### config.mk
export PLATFORM = sky130hd
export DESIGN_NAME = line_buffer_5rows
export DESIGN_NICKNAME = d
export VERILOG_FILES = /design/src/rtl/line_buffer_5rows.sv
export SDC_FILE = /design/constraint.sdc
export NUM_CORES = 1
export LEC_CHECK = 0
export ABC_AREA = 1
export ABC_CLOCK_PERIOD_IN_PS = 20500
export CAP_MARGIN = 0
export CORE_MARGIN = 1.5
export CORE_UTILIZATION = 32
export CTS_CLUSTER_DIAMETER = 200
export DETAILED_ROUTE_END_ITERATION = 8
export HOLD_SLACK_MARGIN = 0.03
export PLACE_DENSITY = 0.56
export SYNTH_ARGS = -nofsm -noshare
export SYNTH_HDL_FRONTEND = slang
export SYNTH_SLANG_ARGS = --single-unit
### constraint.sdc
create_clock -name clk -period 20.5 [get_ports clk]
set_input_delay 4.1 -clock clk [delete_from_list [all_inputs] [get_ports clk]]
set_output_delay 4.1 -clock clk [all_outputs]
set_load 0.05 [all_outputs]
### src/rtl/line_buffer_5rows.sv
// Raster-to-column converter: four COLS-deep row lines feeding five aligned taps.
// Optional frame counter output enabled by defining LB_FRAME_CNT_EN.
module line_buffer_5rows #(
  parameter int COLS = 7,
  parameter int ROWS = 7
) (
  input  logic        clk,
  input  logic        rst,
  input  logic        done_i,
  input  logic [7:0]  data_i,
  output logic [7:0]  S1_o,
  output logic [7:0]  S2_o,
  output logic [7:0]  S3_o,
  output logic [7:0]  S4_o,
  output logic [7:0]  S5_o,
  output logic        done_o,
`ifdef LB_FRAME_CNT_EN
  output logic [15:0] frame_cnt_o,
`endif
  output logic        progress_done_o
);

  localparam int CW = (COLS > 1) ? $clog2(COLS) : 1;
  localparam int RW = (ROWS > 1) ? $clog2(ROWS) : 1;

  localparam logic [CW-1:0] COL_LAST = CW'(COLS - 1);
  localparam logic [RW-1:0] ROW_LAST = RW'(ROWS - 1);
  localparam logic [RW-1:0] ROW_FULL = RW'(4);

  logic [CW-1:0] col_cnt;
  logic [RW-1:0] row_cnt;

  logic [7:0] line [4][COLS];

  logic accept;
  logic col_end;
  logic row_end;
  logic full;

  assign accept  = done_i & ~rst;
  assign col_end = (col_cnt == COL_LAST);
  assign row_end = (row_cnt == ROW_LAST);
  assign full    = (row_cnt >= ROW_FULL);

  // Raster position of the pixel being accepted this cycle.
  always_ff @(posedge clk) begin
    if (rst) begin
      col_cnt <= '0;
      row_cnt <= '0;
    end else if (done_i) begin
      if (col_end) begin
        col_cnt <= '0;
        row_cnt <= row_end ? '0 : row_cnt + 1'b1;
      end else begin
        col_cnt <= col_cnt + 1'b1;
      end
    end
  end

  // Storage is left uncleared; done_o gating hides stale rows.
  always_ff @(posedge clk) begin
    if (accept) begin
      line[0][0] <= data_i;
      for (int k = 1; k < 4; k++) begin
        line[k][0] <= line[k-1][COLS-1];
      end
      for (int k = 0; k < 4; k++) begin
        for (int j = 1; j < COLS; j++) begin
          line[k][j] <= line[k][j-1];
        end
      end
    end
  end

  // Line tails hold the pixels 1..4 rows above the incoming one.
  always_ff @(posedge clk) begin
    if (rst) begin
      S1_o            <= '0;
      S2_o            <= '0;
      S3_o            <= '0;
      S4_o            <= '0;
      S5_o            <= '0;
      done_o          <= 1'b0;
      progress_done_o <= 1'b0;
    end else begin
      done_o          <= done_i & full;
      progress_done_o <= done_i & row_end & col_end;
      if (done_i && full) begin
        S1_o <= line[3][COLS-1];
        S2_o <= line[2][COLS-1];
        S3_o <= line[1][COLS-1];
        S4_o <= line[0][COLS-1];
        S5_o <= data_i;
      end
    end
  end

`ifdef LB_FRAME_CNT_EN
  // Steps on the same edge that raises progress_done_o.
  always_ff @(posedge clk) begin
    if (rst) begin
      frame_cnt_o <= '0;
    end else if (done_i && row_end && col_end) begin
      frame_cnt_o <= frame_cnt_o + 16'd1;
    end
  end
`endif

endmodule

# Word level (Yosys, flattened, before mapping)
# Memories as Yosys holds them, arrays and structs flattened.
# Index checks and enable logic that the tools add are counted.
# word_totals
n_memories	1
inputBits	11
out_inout_bits	42
elab_cells	26
regBits	48
ram_bits	224
# memory_table
name	depth	word_bits	rd	rd_ports_with_merged_regs	wr	line_no	rtl
line	4	56	4	0	4	33	logic [7:0] line [4][COLS];
# op_classes
n_bitwise	5
n_lt_le_gt_ge	1
muxes	4
eq_ne	2
n_reduce_logical	2
add_sub_neg	2
# op_table
cell	n
$add A3 B1 Y3 const B	2
$eq A3 B3 Y1 const B	2
$mux W3	2
$and A1 B1 Y1	4
$ge A3 B3 Y1 const B	1
$mux W1	2
$reduce_and A2 Y1	1
$logic_and A1 B1 Y1	1
$not A1 Y1	1

# Longest topological paths before layout
# logic_depth
ltp_word	4
ltp_mapped	5
mapped_depth_nobuf	5

# Worst setup path before layout
# Ideal clock, no wire load.
# synth_path
path_kind	input port to flip-flop
from	input port rst
to	memory line[0][0] (netlist bit), enable pin
setup_ns	0.812
path_buffers	1
cell_stages	2
slack_ns	6.205
required_ns	19.688
arrival_ns	13.483
path_cell_list	buf_6 -> nor2_1
# synth_rtl
item	line_no	rtl
start, declared	8	input logic rst,
end, declared	33	

==> flow_summary.yaml <==
drt:
  ant_nets: 0
  vias: 3814
  drt_iter0_markers: 395
  drt_pass1_iterations: 4
  wl_microns: 12600
  route.detailed.drc: 0
  avgRoutedWirePerCell_microns: 14.4
  viasPerCell: 4.36
synthesis:
  ys_seq_area_share_pct: 90.6
  synth-warning-count: 0
  async_reset_ff_share_pct: 0
  syn_area_sq_mm: 0.00849
  yosysUniqueCellTypes: 20
  synth_common_cells: "224 x edfxtp_1, 88 x nor2_1, 48 x dfxtp_1"
  syn-num-nets: 458
  synth_edf_count: 224
  synth_top_area_cell: "edfxtp_1"
  synth-main-ff-cell: "edfxtp_1"
  avgSynthCellArea_sq_um: 19.0
  yosysTopAreaCellShare_pct: 79.2
  synth_cells: 447
  ys_top_cells_by_area: "edfxtp_1 79%, dfxtp_1 11%, nor2_1 3.9%"
  ys_seq_elements: 272
  synth_most_common_cell: "edfxtp_1"
finish:
  antenna_cells: 0
  drive_above_1_share_pct: 9.81
  n_fill_cell: 2339
  stdcell_count: 875
  areaGrowthSynthToFinish_pct: 21.8
  num-nets-final: 529
setup_path:
  crit_required_ns: 20.63
  critPathBufInv: 4
  cp-end-kind: "flop"
  cp_max_fo: 97
  worst_path_largest_cell_delay_ns: 1.04
  critical_path_depth: 5
  crit_slowest_cell: "buf_4"
  path_cells: "clkdlybuf4s50_1, inv_1, nor2_4, buf_4, buf_4"
  ff2ff_setup_slack_ns: 18.01
  crit_start: "done_i"
  startpoint_type: "input pin"
  crit_family: "buffers and inverters"
  cp_common_cell: "buf_4"
  crit_type: "input pin to flop"
  reg2reg_from: "row_cnt[2]"
  cp.arrival_ns: 7.75
  r2r_end: "S4_o[4]"
  crit_end: "line[0][30]"
  reg2reg_depth: 4
floorplan:
  rows: 59
  dieArea_sq_mm: 0.0275
  start_util_pct: 32.6
  die_x_microns: 166
  core_area_sq_mm: 0.0261
  die_h_microns: 166
  io-pin-count: 53
timing:
  finalMaxSlewViolations: 0
  min_period_ns: 7.62
  setup_tns_ns: 0
  timing.hold.ws_ns: 0.415
  tightest_slew_ns: 1.17
  fmax_mhz: 131
  setup_viol: 0
  hold_viol: 0
  fin_worst_skew_ns: 0.00717
  setup_slack_ns: 12.88
  grt_setup_unrepaired: "false"
  post-route-period-util_pct: 37.2
  slew_headroom_pct: 22.1
clock_tree:
  post-cts-setup-buffers: 0
  insertion_delay_ns: 0.52
  ctsRootBufferMaster: "clkbuf_16"
  clk_path_buf_depth: 3
  cts_resized: 0
  cts.sinks: 272
  holdBufCountCts: 0
  cts_tree: "built"
  htree_levels: 1
  clkTransAtPathRegs_ns: 0.06
  cts_made_buffers: 28
outcome:
  status: "complete, no violations"
power:
  leakagePower_nw: 3.36
  clockPowerShare_pct: 45.1
  p_sw_share_pct: 18.6
  p_total_mw: 1.16
  power.switching_mw: 0.216
  combPwrFrac_pct: 1.3
  power.internal_mw: 0.944
  power_frac_seq_pct: 53.6
  peakVddDrop_v: 0.0000612
  powerDensity_mw_per_mm2: 112
placement:
  place_ws_ns: 12.27
  place_inst: 823
  io_buffer_count: 52
  hpwl_microns: 6440
  place_congestion: 0.699
global_routing:
  grt_overflow: 0
  grt_start_max_net_pins: 98
  grt_pass1_vias: 3845
  antenna_found_initial: 0
  grt_pass1_wl_microns: 20500
  grt_usage_pct: 9.15
run:
  maxCapViolCount: 0
min_path:
  hold_path.class: "flop to flop"
-- sequential cells by signal, summed over array words and instances (netlist names) --
signal,flops
S2_o,8
S5_o,8
S4_o,8
row_cnt,3
done_o,1
S3_o,8
col_cnt,3
S1_o,8
progress_done_o,1
line,224
-- power groups by stage --
stage | registers (mW) | logic, mW | clock network (mW)
2_1_floorplan | 0.638 | 0.00988 | 0
3_3_place_gp | 0.633 | 0.0151 | 0
3_5_place_dp | 0.634 | 0.0161 | 0
4_1_cts | 0.622 | 0.0161 | 0.543
5_1_grt | 0.623 | 0.0177 | 0.562
6_report | 0.622 | 0.0156 | 0.523
-- stage by stage --
step                      instance area, sq um  util, %
after floorplan                           8490        -
after global placement                    9360     35.9
after detailed placement                  9360     35.9
after CTS                                10300     39.7
after global routing                     10300     39.7
final                                    10300     39.7
-- kinds of logic (layout without fill, tap and decap cells) --
| kind of cell | Yosys count | after routing | share of synthesized area [%] |
|---|---|---|---|
| AO/OA/AOI/OAI | 49 | 49 | 3.01 |
| AND/OR/NAND/NOR | 105 | 105 | 4.97 |
| flip-flops | 272 | 272 | 90.6 |
| buffers and inverters | 21 | 114 | 1.46 |
-- worst reg2reg max path, cell delays in order (launching register included) --
cell and delay, ns:
dfxtp_1 0.37, nand2_2 0.74, clkinv_2 0.88, nor2_1 0.31, nor2_1 0.07
-- cell type report --
class,instances,area [sq um],area share [%]
clock inverters,13,176,1.71
well taps,335,419,4.05
flip-flops and latches,272,7690,74.4
repair buffers,54,536,5.18
inverters,8,32.5,0.315
clock buffers,39,803,7.77
multi-input cells,154,684,6.62
-- layout by cell type, fill, tap and decap left out, types with 6 or more instances in the layout --
master           count
edfxtp_1           224
clkbuf_1             6
clkinv_2             6
o21ai_1             10
inv_1                6
nand2_1              8
clkdlybuf4s50_1     52
nor2_1              87
clkbuf_16           29
dfxtp_1             48
o21ai_0             31
-- worst min-delay path by stage --
stage | to | slack [ns] | start | cells past startpoint
global placement | line[1][11] | 0.40 | line[1][19] | 0
floorplan | line[0][0] | 0.40 | line[0][8] | 0
CTS | line[2][41] | 0.41 | line[2][49] | 0
detailed placement | line[0][31] | 0.40 | line[0][39] | 0
finish | line[2][41] | 0.41 | line[2][49] | 0
global route | line[1][18] | 0.42 | line[1][26] | 0
-- metal layers --
metal  GRT usage, %  wire length [microns]
met1           13.2                   6070
met2           13.7                   5600
met3           2.12                    526
met4           3.09                    378
met5              0                      0
No activity file was read; power rests on OpenSTA's default activity.
